`config.mk`:
```
export PLATFORM = sky130hd
export DESIGN_NAME = alu_arbiter
export DESIGN_NICKNAME = d
export VERILOG_FILES = /design/src/rtl/alu_arbiter.sv
export SDC_FILE = /design/constraint.sdc
export NUM_CORES = 1
export LEC_CHECK = 0
export ABC_AREA = 1
export CAP_MARGIN = 40
export CELL_PAD_IN_SITES_DETAIL_PLACEMENT = 1
export CELL_PAD_IN_SITES_GLOBAL_PLACEMENT = 1
export CORE_MARGIN = 4
export CORE_UTILIZATION = 28
export DETAILED_ROUTE_END_ITERATION = 16
export PLACE_DENSITY_LB_ADDON = 0.12
export REMOVE_ABC_BUFFERS = 1
export SLEW_MARGIN = 10
export SYNTH_ARGS = -nofsm -noshare
export SYNTH_HDL_FRONTEND = slang
export SYNTH_SLANG_ARGS = --single-unit
```
`constraint.sdc`:
```
create_clock -name clk -period 1.5 [get_ports clk]
set_clock_uncertainty 0.2 [all_clocks]
set_input_delay 0.3 -clock clk [delete_from_list [all_inputs] [get_ports clk]]
set_output_delay 0.3 -clock clk [all_outputs]
set_load 0.02 [all_outputs]
```
`src/rtl/alu_arbiter.sv`:
```
// Round-robin two-port arbiter that sequences one shared 8-bit ALU:
// grant, hold operands for a per-opcode cycle count, capture, then ACK the winner.
module alu_arbiter #(
    parameter int unsigned BASIC_CYCLES = 1,
    parameter int unsigned MUL_CYCLES   = 2
) (
    input  logic       clk,
    input  logic       rst_n,
    input  logic       req0_i,
    input  logic       req1_i,
    input  logic [2:0] op0_i,
    input  logic [2:0] op1_i,
    input  logic [7:0] a0_i,
    input  logic [7:0] a1_i,
    input  logic [7:0] b0_i,
    input  logic [7:0] b1_i,
    output logic       ack0_o,
    output logic       ack1_o,
    output logic [7:0] result_o,
    output logic       zero_o,
    output logic       error_o,
    output logic       busy_o,
    output logic [7:0] alu_data1_o,
    output logic [7:0] alu_data2_o,
    output logic [2:0] alu_select_o,
    input  logic [7:0] alu_result_i,
    input  logic       alu_zero_i
);

    typedef enum logic [1:0] {
        ST_IDLE = 2'd0,
        ST_EXEC = 2'd1,
        ST_DONE = 2'd2
    } state_t;

    state_t     state_q, state_d;
    logic       ptr_q, ptr_d;
    logic       win_q, win_d;
    logic       illegal_q, illegal_d;
    logic [3:0] cnt_q, cnt_d;
    logic       ack0_q, ack0_d;
    logic       ack1_q, ack1_d;
    logic       busy_q, busy_d;
    logic [7:0] result_q, result_d;
    logic       zero_q, zero_d;
    logic       error_q, error_d;
    logic [7:0] data1_q, data1_d;
    logic [7:0] data2_q, data2_d;
    logic [2:0] sel_q, sel_d;

    logic       win_s;
    logic [2:0] gop_s;
    logic [7:0] ga_s;
    logic [7:0] gb_s;
    logic       glegal_s;

    function automatic logic op_legal(input logic [2:0] op);
        return (op <= 3'b100);
    endfunction

    // Illegal opcodes still take one cycle so the requester always gets an ACK.
    function automatic logic [3:0] op_cycles(input logic [2:0] op);
        logic [3:0] cyc;
        case (op)
            3'b000, 3'b001, 3'b010, 3'b011: cyc = 4'(BASIC_CYCLES);
            3'b100:                         cyc = 4'(MUL_CYCLES);
            default:                        cyc = 4'd1;
        endcase
        return cyc;
    endfunction

    assign win_s    = (req0_i && req1_i) ? ptr_q : req1_i;
    assign gop_s    = win_s ? op1_i : op0_i;
    assign ga_s     = win_s ? a1_i  : a0_i;
    assign gb_s     = win_s ? b1_i  : b0_i;
    assign glegal_s = op_legal(gop_s);

    // Next-state and registered-output logic for the grant/exec/done sequence.
    always_comb begin
        state_d   = state_q;
        ptr_d     = ptr_q;
        win_d     = win_q;
        illegal_d = illegal_q;
        cnt_d     = cnt_q;
        ack0_d    = 1'b0;
        ack1_d    = 1'b0;
        busy_d    = busy_q;
        result_d  = result_q;
        zero_d    = zero_q;
        error_d   = error_q;
        data1_d   = data1_q;
        data2_d   = data2_q;
        sel_d     = sel_q;
        case (state_q)
            ST_IDLE: begin
                if (req0_i || req1_i) begin
                    win_d     = win_s;
                    ptr_d     = ~ptr_q;
                    illegal_d = ~glegal_s;
                    cnt_d     = op_cycles(gop_s);
                    data1_d   = ga_s;
                    data2_d   = gb_s;
                    sel_d     = glegal_s ? gop_s : 3'b000;
                    busy_d    = 1'b1;
                    state_d   = ST_EXEC;
                end else begin
                    state_d   = ST_IDLE;
                end
            end
            ST_EXEC: begin
                cnt_d = cnt_q - 4'd1;
                if (cnt_q <= 4'd1) begin
                    result_d = illegal_q ? 8'h00 : alu_result_i;
                    zero_d   = illegal_q ? 1'b0  : alu_zero_i;
                    error_d  = illegal_q;
                    ack0_d   = ~win_q;
                    ack1_d   = win_q;
                    cnt_d    = 4'd0;
                    state_d  = ST_DONE;
                end else begin
                    state_d  = ST_EXEC;
                end
            end
            ST_DONE: begin
                busy_d  = 1'b0;
                state_d = ST_IDLE;
            end
            default: begin
                busy_d  = 1'b0;
                state_d = ST_IDLE;
            end
        endcase
    end

    // State and output registers; reset discards any in-flight operation.
    always_ff @(posedge clk or negedge rst_n) begin
        if (!rst_n) begin
            state_q   <= ST_IDLE;
            ptr_q     <= 1'b0;
            win_q     <= 1'b0;
            illegal_q <= 1'b0;
            cnt_q     <= 4'd0;
            ack0_q    <= 1'b0;
            ack1_q    <= 1'b0;
            busy_q    <= 1'b0;
            result_q  <= 8'h00;
            zero_q    <= 1'b0;
            error_q   <= 1'b0;
            data1_q   <= 8'h00;
            data2_q   <= 8'h00;
            sel_q     <= 3'b000;
        end else begin
            state_q   <= state_d;
            ptr_q     <= ptr_d;
            win_q     <= win_d;
            illegal_q <= illegal_d;
            cnt_q     <= cnt_d;
            ack0_q    <= ack0_d;
            ack1_q    <= ack1_d;
            busy_q    <= busy_d;
            result_q  <= result_d;
            zero_q    <= zero_d;
            error_q   <= error_d;
            data1_q   <= data1_d;
            data2_q   <= data2_d;
            sel_q     <= sel_d;
        end
    end

    assign ack0_o       = ack0_q;
    assign ack1_o       = ack1_q;
    assign busy_o       = busy_q;
    assign result_o     = result_q;
    assign zero_o       = zero_q;
    assign error_o      = error_q;
    assign alu_data1_o  = data1_q;
    assign alu_data2_o  = data2_q;
    assign alu_select_o = sel_q;

endmodule

```
; ---- After elaboration in Yosys (flattened, before gate mapping)
; Cells that the tools add are included.
[totals]
ff_bits = 41
in_bits = 51
output_inout_bits = 32
wordCells = 52
[classes]
add_sub_neg = 1
n_lt_le_gt_ge = 2
eq_ne = 3
mux = 20
bitwise_logic = 4
n_reduce_logical = 8
[ops]
columns = operator, count
row1 = $mux 8, 3
row2 = $mux 1, 8
row3 = $mux 4, 2
row4 = $pmux 4 s2, 1
row5 = $reduce_and 2->1, 4
row6 = $mux 3, 2
row7 = $le 4x1->1 const B, 1
row8 = $mux 2, 2
row9 = $not 1->1, 4
row10 = $pmux 2 s2, 1
row11 = $sub 4x1->4 const B, 1
row12 = $eq 3x3->1 const B, 1
row13 = $le 3x3->1 const B, 1
row14 = $eq 2x1->1 const B, 1
row15 = $logic_not 2->1, 1
row16 = $ne 2x2->1 const B, 1
row17 = $pmux 1 s2, 1
row18 = $reduce_bool 2->1, 1
row19 = $logic_and 1x1->1, 1
row20 = $logic_or 1x1->1, 1

; ---- Depth between registers and ports, before layout
[depth]
word_depth = 7
mapped_depth = 10
depth_no_buf = 9

; ---- Worst setup path after synthesis
; Ideal clock, no wire load.
[synth_path]
path_type = register -> register
from = reg cnt_q[0]
to = reg result_q[0] (netlist: result_o[0])
setup_ns = 0.121
arrival_ns = 1.228
setup_slack_ns = -0.049
path_stages_with_launch = 8
synth_period_minus_slack_ns = 1.549
cell_sequence = dfrtp_1 -> inv_1 -> ha_1 -> o21ai_2 -> nor2_4 -> nand2_1 -> inv_2 -> a22o_1
[synth_via]
elab_chain_len = 2
[synth_rtl]
columns = item, line
row1 = "start, declared", 40  ; logic [3:0] cnt_q, cnt_d;
row2 = "start signal, assigned", 157  ; cnt_q <= cnt_d;
row3 = $le 4x1->1, 112  ; if (cnt_q <= 4'd1) begin
row4 = $reduce_and 2->1 (no source line), --
row5 = "end signal, assigned", 161  ; result_q <= result_d;
row6 = "end, declared", 44  ; logic [7:0] result_q, result_d;
; No other way between the ends.
; A chain may end at the register's enable or synchronous reset.

; ---- Worst setup path after layout
[layout_path]
from = reg cnt_q[1]
to = reg result_q[0] (netlist: result_o[0])
; The elaborated chain is that of the path after synthesis.

==> results.json <==
{
  "drt_iter0_drc": 41,
  "place_area_mm2": 0.00297,
  "synthTopCellsByCount": "41 x dfrtp_1, 35 x nand2_1, 34 x a21oi_1",
  "required_ns": 1.48,
  "grt_pass1_wl_um": 9420,
  "p_leak_nw": 1.43,
  "syn2layout_area_growth_pct": 59.7,
  "antenna_left": 0,
  "die_area_mm2": 0.00832,
  "gp_congestion": 0.718,
  "core_mm2": 0.00676,
  "switching_share": 0.435,
  "cp-end-kind": "flip-flop",
  "worstSkewPairLatency_ns": 0.28,
  "reg2reg_slack_ns": -0.11,
  "via_count": 1766,
  "grt_overflow_total": 0,
  "drive_gt1_frac": 0.312,
  "syn_area_mm2": 0.00194,
  "synth_area_leader_cell": "dfrtp_1",
  "fin_nets": 363,
  "die_h_um": 91.2,
  "intPower_mw": 3.51,
  "first_pass_iters": 3,
  "synth_top_area_frac": 0.529,
  "io_pins": 83,
  "synth.avg_cell_area_um2": 9.65,
  "violations": "setup timing",
  "numCtsBuffers": 5,
  "fp-row-count": 30,
  "powerDensity_mw_per_mm2": 2000,
  "worstMarginPinSlew_ns": 0.317,
  "final-setup-viol-count": 13,
  "io_buffer_count": 82,
  "track_usage": 0.140,
  "final_cell_area_mm2": 0.00310,
  "combPwrFrac": 0.580,
  "fin_crit_ns": 1.61,
  "drc": 0,
  "path_max_fanout": 4,
  "grt_max_degree": 42,
  "holdWs_ns": 0.280,
  "drv_slew": 0,
  "synthArstFlopShare": 1.00,
  "fin_util": 0.459,
  "status": "complete, but fails checks",
  "wl_per_cell_um": 14.6,
  "drt_wl_total_um": 5690,
  "synth-seq-cells": 41,
  "drv_cap": 0,
  "p_switching_mw": 2.70,
  "start_util": 0.287,
  "root_buffer": "clkbuf_8",
  "worst_slack_ns": -0.105,
  "die_width_um": 91.2,
  "dp_hpwl_um": 4120,
  "numPlacedInstances": 376,
  "cts_max_path_buffers": 2,
  "max_freq_mhz": 623,
  "viasPerCell": 4.52,
  "n_fill_cell": 788,
  "crit_type": "reg2reg",
  "diodes": 0,
  "cp.arrival_ns": 1.58,
  "p_seq_frac": 0.307,
  "relSlewSlack": 0.789,
  "final_cells": 391,
  "ys.flop_type": "dfrtp_1",
  "synth.area.top_cells": "dfrtp_1 53%, a21oi_1 8.8%, nand2_1 6.8%",
  "ir_drop_mv": 0.827,
  "min_period_over_period": 1.07,
  "power.share.clock": 0.114,
  "first_global_vias": 1883,
  "h-tree-depth": 2,
  "clock-sinks": 41,
  "synthDistinctLibCells": 26,
  "hp-class": "reg2reg",
  "finalHoldViolCount": 0,
  "cp-start-kind": "flip-flop",
  "cts.clk_slew.worst_paths_ns": 0.08,
  "yosysWarnings": 0,
  "cts_tree": "yes",
  "netlist_instances": 201,
  "antenna_found_initial": 0,
  "ys_seq_area_frac": 0.529,
  "grt_setup_unrepaired": "yes",
  "synth-edff-count": 0,
  "synth.most_common_cell": "dfrtp_1"
}
cell usage in the layout (no fill, tap or decap), types with 2 or more instances in the layout:
cell type	netlist	final
clkinv_2	0	2
clkbuf_2	0	22
nand2_1	35	32
o21ai_4	1	3
inv_2	4	6
buf_6	3	2
o21ai_1	3	3
nand2_2	6	6
dfrtp_1	41	41
a21oi_2	2	6
clkdlybuf4s15_1	0	9
nand3_2	0	2
nand2_4	6	8
a21oi_1	34	30
nand2_8	1	2
buf_12	1	3
nand3_1	4	2
buf_4	4	21
clkdlybuf4s50_1	0	47
clkbuf_8	0	5
inv_1	14	11
a22o_1	9	9
dlygate4sd2_1	0	3
nor2_1	21	20
power by group through the flow:
stage                     registers [mW]  logic (mW)  clock network (mW)
final                               1.90        3.60               0.704
after global routing                1.97        3.97               0.784
after CTS                           1.90        3.55               0.739
after detailed placement            1.91        3.65                   0
after global placement              1.90        3.59                   0
after floorplan                     2.38        1.41                   0
worst max-delay path, stage by stage (launching register included):
cell and delay [ns]:
dfrtp_1 0.39, inv_2 0.06, ha_2 0.18, o21ai_4 0.20
nor2_4 0.08, nand2_4 0.09, clkinvlp_4 0.11, a22o_1 0.18
sequential cells by signal (all words and copies together) (netlist names):
register / count
alu_data1_o: 8
alu_data2_o: 8
result_o: 8
cnt_q: 4
alu_select_o: 3
state_q: 2
ack0_o: 1
ack1_o: 1
busy_o: 1
error_o: 1
illegal_q: 1
ptr_q: 1
win_q: 1
zero_o: 1
worst paths after layout:
| path | cells after the start | to | start |
|---|---|---|---|
| worst min register to register | 1 | ack0_o$_DFF_PN0_ | win_q$_DFFE_PN0N_ |
| worst max-delay path | 7 | result_o[0]$_DFFE_PN0P_ | cnt_q[1]$_DFFE_PN0P_ |
| worst min-delay path | 1 | ack0_o$_DFF_PN0_ | win_q$_DFFE_PN0N_ |
| worst max register to register | 7 | result_o[0]$_DFFE_PN0P_ | cnt_q[1]$_DFFE_PN0P_ |
| min in group asynchronous | 3 | alu_data1_o[7]$_DFFE_PN0N_ | rst_n |
| max in group asynchronous | 3 | result_o[5]$_DFFE_PN0P_ | rst_n |
cells by family (layout without fill, tap and decap cells):
kind of cell,after synthesis,count (layout),share of synthesized area
simple gates,77,77,0.202
compound gates,54,54,0.174
flops,41,41,0.529
buf+inv,26,136,0.0781
fa+ha+maj,2,2,0.0129
xor+xnor,1,1,0.00452
metal layers:
metal | wire (um) | track usage | vias up
met1 | 2700 | 0.184 | 840
met2 | 2650 | 0.232 | 52
li1 | - | - | 870
met4 | 53 | 0.0377 | 0
met5 | 0 | 0 | -
met3 | 289 | 0.0323 | 4
what timing repair did:
item | CTS | global route
hold buffers | 1 | 0
pin swaps | 2 | 3
gates cloned | 1 | 0
buffers inserted | 1 | 4
setup endpoints to repair | 62 | 55
hold endpoints to repair | 41 | 0
gates resized for setup | 65 | 49
stage by stage:
stage	setup WS [ns]	power, mW	setup TNS (ns)
3_3_place_gp	-0.344	5.49	-9.08
5_1_grt	-0.206	6.72	-2.33
2_1_floorplan	-0.367	3.79	-8.15
4_1_cts	-0.106	6.18	-1.04
6_report	-0.105	6.20	-1.00
3_5_place_dp	-0.405	5.56	-9.84
cell type report:
type / instances / area (um2) / share of cell area
inverter: 18 / 70.1 / 0.0226
clock inverter: 2 / 10.0 / 0.00323
clock buffer: 6 / 72.6 / 0.0234
sequential: 41 / 1030 / 0.331
timing repair buffer: 109 / 952 / 0.307
multi-input combinational: 134 / 860 / 0.277
tap: 80 / 100 / 0.0323
timing repair inverter: 1 / 7.51 / 0.00242
No activity file was read; power rests on OpenSTA's default activity.
